<file path="src/rtl/fir_pkg.sv">
// Shared widths and types for the sample RAM, the reader and the FIR filter.
package fir_pkg;

  localparam int unsigned SAMPLE_A_WIDTH = 16;
  localparam int unsigned SAMPLE_D_WIDTH = 24;

  typedef enum logic [1:0] {
    IDLE  = 2'd0,
    READ  = 2'd1,
    DRAIN = 2'd2,
    DONE  = 2'd3
  } reader_state_e;

  typedef logic [SAMPLE_D_WIDTH-1:0] sample_t;

endpackage

</file>
<file path="src/rtl/sync_fifo.sv">
// Show-ahead synchronous FIFO; DEPTH must be a power of two so pointers wrap naturally.
module sync_fifo #(
  parameter int unsigned DEPTH = 4,
  parameter int unsigned WIDTH = 24
) (
  input  logic                     clk,
  input  logic                     rst_n,
  input  logic                     push,
  input  logic [WIDTH-1:0]         push_data,
  input  logic                     pop,
  input  logic                     flush,
  output logic [WIDTH-1:0]         pop_data,
  output logic [$clog2(DEPTH):0]   count,
  output logic                     empty,
  output logic                     full
);

  localparam int unsigned PTR_W = $clog2(DEPTH);
  localparam int unsigned CNT_W = PTR_W + 1;

  logic [WIDTH-1:0] mem_q [DEPTH];
  logic [PTR_W-1:0] wr_ptr_q, wr_ptr_d;
  logic [PTR_W-1:0] rd_ptr_q, rd_ptr_d;
  logic [CNT_W-1:0] count_q, count_d;
  logic             do_pop;

  assign do_pop = pop & ~empty;

  // Pointer and occupancy update; flush overrides any push or pop.
  always_comb begin
    wr_ptr_d = wr_ptr_q;
    rd_ptr_d = rd_ptr_q;
    count_d  = count_q;
    if (flush) begin
      wr_ptr_d = '0;
      rd_ptr_d = '0;
      count_d  = '0;
    end else begin
      if (push)   wr_ptr_d = wr_ptr_q + PTR_W'(1);
      if (do_pop) rd_ptr_d = rd_ptr_q + PTR_W'(1);
      count_d = count_q + CNT_W'(push) - CNT_W'(do_pop);
    end
  end

  always_ff @(posedge clk or negedge rst_n) begin
    if (!rst_n) begin
      wr_ptr_q <= '0;
      rd_ptr_q <= '0;
      count_q  <= '0;
      for (int i = 0; i < DEPTH; i++) mem_q[i] <= '0;
    end else begin
      wr_ptr_q <= wr_ptr_d;
      rd_ptr_q <= rd_ptr_d;
      count_q  <= count_d;
      if (push && !flush) mem_q[wr_ptr_q] <= push_data;
    end
  end

  assign pop_data = mem_q[rd_ptr_q];
  assign count    = count_q;
  assign empty    = (count_q == '0);
  assign full     = (count_q == CNT_W'(DEPTH));

endmodule

</file>
<file path="src/rtl/ram_sample_reader.sv">
// Streams NUM_SAMPLES words out of the sample RAM into the filter's valid/ready input,
// absorbing the RAM read latency through a credit-checked show-ahead FIFO.
module ram_sample_reader
  import fir_pkg::*;
#(
  parameter int unsigned A_WIDTH     = SAMPLE_A_WIDTH,
  parameter int unsigned D_WIDTH     = SAMPLE_D_WIDTH,
  parameter int unsigned NUM_SAMPLES = 65536,
  parameter int unsigned FIFO_DEPTH  = 4
) (
  input  logic               clk,
  input  logic               rst_n,
  input  logic               start,
  input  logic               loop_en,
  input  logic               abort,
  output logic               busy,
  output logic               done,
  output logic               ram_cs,
  output logic               ram_we,
  output logic [A_WIDTH-1:0] ram_addr,
  input  logic [D_WIDTH-1:0] ram_r_data,
  output logic [D_WIDTH-1:0] m_data,
  output logic               m_valid,
  input  logic               m_ready
);

  localparam int unsigned CNT_W = $clog2(FIFO_DEPTH) + 1;
  localparam logic [A_WIDTH-1:0] LAST_ADDR = A_WIDTH'(NUM_SAMPLES - 1);

  reader_state_e      state_q, state_d;
  logic [A_WIDTH-1:0] rd_ptr_q, rd_ptr_d;
  logic [A_WIDTH-1:0] ram_addr_q, ram_addr_d;
  logic               ram_cs_q, ram_cs_d;
  logic               inflight_q, inflight_d;
  logic               busy_q, busy_d;
  logic               done_q, done_d;

  logic               fifo_push, fifo_pop, fifo_empty, fifo_full;
  logic [CNT_W-1:0]   fifo_count, fifo_count_d;

  assign fifo_push = inflight_q & ~fifo_full;
  assign fifo_pop  = ~fifo_empty & m_ready;
  assign fifo_count_d = abort ? '0
                      : fifo_count + CNT_W'(fifo_push) - CNT_W'(fifo_pop);

  // ram_cs is registered, so the issue decision for the next cycle is taken here from
  // the values the FIFO count and inflight flag will hold during that issue cycle.
  always_comb begin
    state_d    = state_q;
    rd_ptr_d   = rd_ptr_q;
    ram_addr_d = ram_addr_q;
    ram_cs_d   = 1'b0;
    inflight_d = ram_cs_q;
    case (state_q)
      IDLE:    if (start) state_d = READ;
      READ:    if (ram_cs_q && (ram_addr_q == LAST_ADDR) && !loop_en) state_d = DRAIN;
      DRAIN:   if ((fifo_count_d == '0) && !inflight_d) state_d = DONE;
      DONE:    state_d = IDLE;
      default: state_d = IDLE;
    endcase
    if (abort) begin
      state_d    = IDLE;
      rd_ptr_d   = '0;
      inflight_d = 1'b0;
    end
    if ((state_d == READ) &&
        ((CNT_W+1)'(fifo_count_d) + (CNT_W+1)'(inflight_d) < (CNT_W+1)'(FIFO_DEPTH))) begin
      ram_cs_d   = 1'b1;
      ram_addr_d = rd_ptr_q;
      rd_ptr_d   = (rd_ptr_q == LAST_ADDR) ? '0 : rd_ptr_q + A_WIDTH'(1);
    end
    busy_d = (state_d != IDLE);
    done_d = (state_d == DONE);
  end

  always_ff @(posedge clk or negedge rst_n) begin
    if (!rst_n) begin
      state_q    <= IDLE;
      rd_ptr_q   <= '0;
      ram_addr_q <= '0;
      ram_cs_q   <= 1'b0;
      inflight_q <= 1'b0;
      busy_q     <= 1'b0;
      done_q     <= 1'b0;
    end else begin
      state_q    <= state_d;
      rd_ptr_q   <= rd_ptr_d;
      ram_addr_q <= ram_addr_d;
      ram_cs_q   <= ram_cs_d;
      inflight_q <= inflight_d;
      busy_q     <= busy_d;
      done_q     <= done_d;
    end
  end

  sync_fifo #(
    .DEPTH (FIFO_DEPTH),
    .WIDTH (D_WIDTH)
  ) u_fifo (
    .clk       (clk),
    .rst_n     (rst_n),
    .push      (fifo_push),
    .push_data (ram_r_data),
    .pop       (fifo_pop),
    .flush     (abort),
    .pop_data  (m_data),
    .count     (fifo_count),
    .empty     (fifo_empty),
    .full      (fifo_full)
  );

  assign m_valid  = ~fifo_empty;
  assign busy     = busy_q;
  assign done     = done_q;
  assign ram_cs   = ram_cs_q;
  assign ram_we   = 1'b0;
  assign ram_addr = ram_addr_q;

endmodule
</file>
<file path="config.mk">
export PLATFORM = sky130hd
export DESIGN_NAME = ram_sample_reader
export DESIGN_NICKNAME = d
export VERILOG_FILES = /design/src/rtl/fir_pkg.sv /design/src/rtl/sync_fifo.sv /design/src/rtl/ram_sample_reader.sv
export SDC_FILE = /design/constraint.sdc
export NUM_CORES = 1
export LEC_CHECK = 0
export CORE_ASPECT_RATIO = 0.75
export CORE_MARGIN = 2
export CORE_UTILIZATION = 25
export CTS_CLUSTER_SIZE = 16
export DETAILED_ROUTE_END_ITERATION = 16
export DONT_BUFFER_PORTS = 1
export REMOVE_ABC_BUFFERS = 1
export SYNTH_ARGS = -nofsm -noshare
export SYNTH_HDL_FRONTEND = slang
export SYNTH_HIERARCHICAL = 1
export SYNTH_SLANG_ARGS = --single-unit
</file>
<file path="constraint.sdc">
create_clock -name clk -period 5.1 [get_ports clk]
set_input_delay 1.02 -clock clk [delete_from_list [all_inputs] [get_ports clk]]
set_output_delay 1.02 -clock clk [all_outputs]
set_load 0.005 [all_outputs]
</file>
* After elaboration in Yosys (flattened, before gate mapping)
Cells that the tools add are included.
Cells by class: add/sub/neg operators 7, $lt $le $gt $ge 4, equality and inequality tests 8, mux-type cells 22, bitwise operators 7, reduce and logical (&&, ||, !) cells 16
Operators by type and width (number):
- $bwmux 96 | 1
- $mux 24 | 3
- $bmux 24 s2 | 1
- $demux 24 s2 | 1
- $mux 16 | 3
- $eq 16x16->1 const B | 2
- $add 16x1->16 const B | 1
- $mux 2 | 8
- $pmux 2 s4 | 1
- $reduce_bool 2->1 | 4
- $eq 2x2->1 const B | 3
- $ge 3x3->1 const B | 2
- $logic_and 1x1->1 | 6
- $logic_not 3->1 | 2
- $mux 3 | 2
- $not 2->3 | 2
- $sub 3x1->3 | 2
- $add 2x1->2 const B | 2
- $add 3x1->4 | 1
- $eq 2x1->1 const B | 2
- $lt 4x3->1 const B | 1
- $add 3x1->3 | 1
- $and 1x1->1 | 3
- $eq 3x3->1 const B | 1
- 5 further kinds | 9
Word-level totals: flip-flop bits (word level) 141, input port bits 30, output and inout port bits 45

* Logic depth before layout (Yosys ltp)
Gate-level depths: netlist of the first run.
depth in word-level cells 14, mapped depth 16

* Hierarchy
The synthesis of the first run kept the hierarchy.
By module, submodules not included:
- sync_fifo | instances 1, cells an instance 273, area each 4737.0 um2, sequential area each 2577.5 um2
- ram_sample_reader | instances 1, cells an instance 205, area each 1879.3 um2, sequential area each 950.9 um2

* Worst setup path after synthesis of the first run
OpenSTA, ideal clock, no wires.
kind in2reg, start in m_ready, end reg, netlist name rd_ptr_q[11], library setup time 0.079 ns, arrival 3.382 ns, slack 1.639 ns, cell stages on the path 13, cell sequence nor2b_1 ha_1 inv_1 ha_1 inv_1 fa_1 inv_1 a311oi_1 nand2_1 or2_1 buf_6 or3_1 mux2i_1
RTL lines:
- start, declared | RTL line ram_sample_reader.sv:24 | input logic m_ready

==> flow_metrics.py, run 1 <==
metrics = {
    "timing": {
        "timing.final.crit_share": 0.750,
        "final.setup.tns_ns": 0,
        "finalHoldViolations": 0,
        "period_needed_ns": 3.82,
        "finalMaxSlewViolations": 0,
        "tightest_slew_ns": 1.03,
        "finalSetupViolCount": 0,
        "clock_skew_ns": 0.0102,
        "rsz0062_at_grt": "no",
        "fmax_ghz": 0.262,
        "slew-limit-headroom": 0.314,
    },
    "yosys": {
        "synth_top_area_share": 0.533,
        "yosysWarnings": 6,
        "synth_most_common_cell": "dfrtp_1",
        "yosysTopAreaCell": "dfrtp_1",
        "async_flop_share": 1.00,
        "synthCells": 478,
        "seq_area_frac_synth": 0.533,
        "synth_seq_cells": 141,
        "synthTopCellsByArea": "dfrtp_1, mux2_2, mux4_2",
        "synth_cell_types": 47,
        "synth-edff-count": 0,
        "synth_commonest_cells": "dfrtp_1, mux2_2, nand2_1, mux2_4, mux4_2",
        "syn_area_um2": 6620,
        "syn_avg_cell_area_um2": 13.8,
        "yosys_most_used_dff": "dfrtp_1",
    },
    "critical_path": {
        "path_buf_inv": 3,
        "critPathKind": "reg -> reg",
        "worst_ep_required_time_ns": 5.40,
        "path_depth": 14,
        "cp.arrival_ns": 4.12,
        "cp_max_fo": 26,
        "end_kind": "register",
        "worstPathCellList": "nor3_1, nor2b_1, ha_1, inv_1, ha_1, inv_1, fa_1, xnor3_1, or2_1, nand2_1, or2_1, inv_4, and3_1, a211o_1",
        "r2r_cells": 14,
        "slowest_delay_ns": 0.55,
        "cp_slowest_cell": "or2_1",
        "critPathLaunchType": "register",
        "critical-path-top-delay-family": "simple AND/OR/NAND/NOR gates",
    },
    "drt": {
        "ant_nets": 0,
        "vias": 3814,
        "wirelength_mm": 14.4,
        "drtIter0Drc": 150,
        "vias_per_cell": 4.58,
        "first_pass_iters": 5,
        "drc": 0,
        "wl_per_cell_um": 17.3,
    },
    "clocking": {
        "cts-htree-levels": 4,
        "hold_buffers": 0,
        "cts_sinks": 141,
        "max-clock-path-buffers": 2,
        "root_buffer": "clkbuf_16",
        "clock_latency_ns": 0.42,
        "cts_buffers": 17,
        "post_cts_resize_count": 0,
        "clk_pin_slew_ns": 0.06,
        "cts_tree": "built",
        "cts_setup_buffers": 0,
    },
    "power": {
        "power.total_mw": 3.57,
        "ir_drop_mv": 0.228,
        "p_leak_nw": 3.59,
        "p_per_area_nw_per_um2": 476,
    },
    "cells_and_area": {
        "nFillCells": 2630,
        "nNetsFinal": 517,
        "antennaDiodeCount": 0,
        "syn_to_final_growth_pct": 13.4,
        "drive_gt1_frac": 0.329,
        "final_cells": 833,
    },
    "place": {
        "place_inst": 801,
        "place_hpwl_mm": 8.58,
        "io_buffers": 0,
        "globalplace.congestion": 0.766,
    },
    "global_route": {
        "grt_pass1_vias": 3816,
        "grt_max_degree": 142,
        "antenna_found_initial": 0,
        "grt_pass1_wl_mm": 22.6,
        "grt-ovfl-total": 0,
        "grt_usage": 0.111,
    },
    "run_status": {
        "status": "finished, final reports clean",
    },
    "worst_hold_path": {
        "hold_class": "in -> async",
    },
    "floorplanning": {
        "die_y_um": 145,
        "core_um2": 26000,
        "initial_utilization": 0.255,
        "die_width_um": 192,
        "std_cell_rows": 51,
        "dieArea_um2": 27800,
        "ios": 75,
    },
    "flow_run": {
        "cap_violations": 0,
    },
}
-- flip-flops by register name (all words and copies together), names as in the netlist, 2 cells and up --
| signal | count |
|---|---|
| u_fifo/rd_ptr_q | 2 |
| u_fifo/mem_q | 96 |
| u_fifo/count | 3 |
| rd_ptr_q | 16 |
| ram_addr | 16 |
| u_fifo/wr_ptr_q | 2 |
| state_q | 2 |
-- final cells by class --
cell class                 count  area [µm²]  share of cell area
tap                          344         430              0.0574
inverter                      14        55.1             0.00734
clock inverter                13         166              0.0222
timing repair buffer           3        22.5             0.00300
multi-input combinational    299        2860               0.382
sequential                   141        3530               0.471
clock buffer                  19         433              0.0577
-- where the power goes --
group	total [mW]	internal [mW]	switching, mW
combinational	0.755	0.458	0.297
clock	1.27	0.772	0.500
sequential	1.54	1.37	0.172
-- cell usage in the layout, fill, tap and decap left out, drive strengths merged, types with 6 or more instances in the layout --
cell type  synthesis  routed
ha                 9       9
nand2             59      59
nand3b             6       6
nand3             12      12
clkbuf             1      19
mux4              24      24
inv               14      15
nor3              11      11
dfrtp            141     141
nor2              10      10
nor2b              7       7
a21o               7       7
a21oi              6       6
mux2              99      99
nand4              6       6
clkinv             0       6
o21ai              8       8
-- through the flow --
step / worst slack (ns) / util / hold WS (ns) / cell area (µm²)
2_1_floorplan: 1.20 / - / 0.464 / 6450
3_3_place_gp: 1.13 / 0.266 / 0.480 / 6900
3_5_place_dp: 0.988 / 0.266 / 0.484 / 6900
4_1_cts: 1.28 / 0.289 / 0.264 / 7500
5_1_grt: 1.02 / 0.289 / 0.255 / 7500
6_report: 1.28 / 0.289 / 0.299 / 7500
-- metal layers --
| metal | part of all wire | global-route usage | up-vias |
|---|---|---|---|
| met5 | 0 | 0 | - |
| met1 | 0.52 | 0.162 | 2025 |
| met3 | 0.035 | 0.0350 | 10 |
| li1 | - | - | 1717 |
| met4 | 0.012 | 0.0401 | 0 |
| met2 | 0.43 | 0.151 | 62 |
-- logic make-up (layout without fill, tap and decap cells) --
group,count (synthesis),after routing,synth area share
other,1,1,0.000567
XOR/XNOR,4,4,0.00946
AO/OA/AOI/OAI,32,32,0.0329
multiplexers,126,126,0.268
flip-flops,141,141,0.533
adder cells (fa/ha/maj),11,11,0.0231
AND/OR/NAND/NOR,125,125,0.0983
buffers and inverters,38,49,0.0340
-- worst paths after layout --
check | from | endpoint | slack [ns]
max in group asynchronous | rst_n | u_fifo/mem_q[48] | 4.60
max reg2reg | u_fifo/count[1] | rd_ptr_q[10] | 1.28
max | u_fifo/count[1] | rd_ptr_q[10] | 1.28
min reg2reg | u_fifo/mem_q[55] | u_fifo/mem_q[55] | 0.50
min | rst_n | ram_addr[10] | 0.30
min in group clk | u_fifo/mem_q[55] | u_fifo/mem_q[55] | 0.50
No activity file was read; power rests on OpenSTA's default activity.
==> run 2, diff against run 1 <==
==> constraint.sdc (replaced) <==
create_clock -name clk -period 3.2 [get_ports clk]
set_input_delay 0.64 -clock clk [delete_from_list [all_inputs] [get_ports clk]]
set_output_delay 0.64 -clock clk [all_outputs]
set_load 0.005 [all_outputs]
==> run 2 against run 1 <==
  * The flow now finishes with violations (hold timing)
  * Worst setup slack worse by 1.1 ns
  * Critical path depth unchanged
  * Core utilization rose by 0.44 points
  * Sequential cell count unchanged
  * Non-clock buffer count up 12
  * Sequential power grew 58%
  * Final cell count increased by 1.4%
  * Clock-buffer cell count is 1 higher
  * Largest cell class unchanged
  * Largest power group unchanged
  * Highest routed layer unchanged
==> flow_metrics.py, run 2 (synthesized netlist as in run 1, its figures left out) <==
metrics = {
    "timing": {
        "finalSetupViolCount": 0,
        "rsz0062_at_grt": "no",
        "fmax_ghz": 0.333,
        "hold_ws_ns": -0.0855,
        "finalMaxSlewViolations": 0,
        "setup_slack_ns": 0.200,
        "tightest_slew_ns": 0.632,
        "finalHoldViolations": 97,
        "final.setup.tns_ns": 0,
        "slew-limit-headroom": 0.579,
        "period_needed_ns": 3.00,
        "timing.final.crit_share": 0.937,
        "clock_skew_ns": 0.00928,
    },
    "cells_and_area": {
        "antennaDiodeCount": 0,
        "layout_commonest_cell": "dfrtp_1",
        "nNetsFinal": 529,
        "layout_common_cells": "dfrtp_1, mux2_2, nand2_1, mux4_2, mux2_4",
        "nFillCells": 2577,
        "largest_reg_flops": 96,
        "drive_gt1_frac": 0.353,
        "regMostFlops": "u_fifo/mem_q",
        "final_area_um2": 7610,
        "multi_input_area_um2": 2890,
        "seq_area_um2": 3530,
        "syn_to_final_growth_pct": 15.1,
    },
    "global_route": {
        "antenna_found_initial": 0,
        "grt-ovfl-total": 0,
        "grt_pass1_vias": 3949,
        "grt_pass1_wl_mm": 23.1,
        "grt_max_degree": 142,
        "grt_usage": 0.112,
    },
    "run_status": {
        "status": "finished, violations left",
        "violations": "hold timing",
    },
    "drt": {
        "wirelength_mm": 14.8,
        "drtIter0Drc": 184,
        "ant_nets": 0,
        "first_pass_iters": 5,
        "drc": 0,
        "vias_per_cell": 4.60,
        "wl_per_cell_um": 17.5,
        "vias": 3887,
    },
    "clocking": {
        "clock_latency_ns": 0.42,
        "clk_pin_slew_ns": 0.06,
        "cts-htree-levels": 4,
        "cts_setup_buffers": 0,
        "root_buffer": "clkbuf_16",
        "cts_tree": "built",
        "max-clock-path-buffers": 2,
        "cts_buffers": 17,
        "cts_sinks": 141,
    },
    "place": {
        "globalplace.congestion": 0.823,
        "place_hpwl_mm": 9.11,
        "io_buffers": 0,
        "dpl_worst_slack_ns": -0.0619,
        "placed_area_um2": 7030,
    },
    "flow_run": {
        "cap_violations": 0,
    },
    "power": {
        "p_per_area_nw_per_um2": 752,
        "ir_drop_mv": 0.340,
        "p_leak_nw": 3.65,
    },
    "floorplanning": {
        "die_y_um": 145,
        "initial_utilization": 0.255,
        "core_um2": 26000,
        "dieArea_um2": 27800,
        "die_width_um": 192,
        "std_cell_rows": 51,
        "ios": 75,
    },
    "worst_hold_path": {
        "hold_class": "in -> async",
    },
    "critical_path": {
        "cp.arrival_ns": 3.36,
        "worst_ep_required_time_ns": 3.56,
        "end_kind": "register",
        "critPathKind": "reg -> reg",
        "critPathLaunchType": "register",
        "cp_max_fo": 8,
    },
}
-- run 2: cell count changes in the layout (fill, tap and decap cells not counted), sizes merged --
cell    before  now
buf          3   15
bufinv       3    1
clkbuf      19   20
inv         15   16
-- run 2: cell type report --
cell class,instances,share of cell area
flip-flops and latches,141,0.464
multi-input cells,299,0.379
clock buffers,20,0.0587
well taps,344,0.0565
repair buffers,15,0.0197
clock inverters,12,0.0151
inverters,14,0.00756
-- run 2: critical path, stage by stage, from the launching register on --
cell,delay [ns]
dfrtp_1,0.39
nor3_2,0.23
nor2b_2,0.08
ha_1,0.28
inv_1,0.06
ha_1,0.12
inv_1,0.04
fa_1,0.47
inv_1,0.06
a311oi_2,0.19
nand2_1,0.13
or2_4,0.32
buf_12,0.15
or3_1,0.34
nand3_1,0.08
-- run 2: worst paths after layout --
path | from | cells after the start | to | slack [ns]
worst max-delay path | u_fifo/count[2] | 14 | rd_ptr_q[15] | 0.20
worst min-delay path | rst_n | 0 | ram_addr[8] | -0.09
worst max register to register | u_fifo/count[2] | 14 | rd_ptr_q[15] | 0.20
worst min register to register | u_fifo/mem_q[24] | 1 | u_fifo/mem_q[24] | 0.50
max in group asynchronous | rst_n | 0 | u_fifo/mem_q[62] | 2.90
min in group clk | abort | 1 | u_fifo/wr_ptr_q[0] | 0.28
-- run 2: per-stage QoR --
stage,total power [mW],util,cells,hold WS [ns]
6_report,5.73,0.293,845,-0.0855
5_1_grt,6.07,0.293,845,-0.125
4_1_cts,5.81,0.292,845,-0.123
3_5_place_dp,3.82,0.271,813,0.348
3_3_place_gp,3.79,0.271,813,0.349
2_1_floorplan,3.42,-,454,0.344
-- run 2: per-layer routing --
layer  GRT usage  wire length, µm  up-vias  share of wire
met5           0                0        -              0
met4      0.0336              148        0          0.010
met3      0.0379              699       10          0.047
met2       0.161             6580       83           0.45
met1       0.159             7340     2052           0.50
li1            -                -     1742              -
-- run 2: what timing repair did --
action	in CTS	in global routing
setup endpoints to repair	1	32
pin swaps	0	5
hold endpoints to repair	141	141
gates resized for setup	0	6
-- run 2: report_power, final --
part	leakage, nW	switching [mW]	internal (mW)
clock network	0.267	0.830	1.10
logic	1.49	0.538	0.833
registers	1.89	0.241	2.19
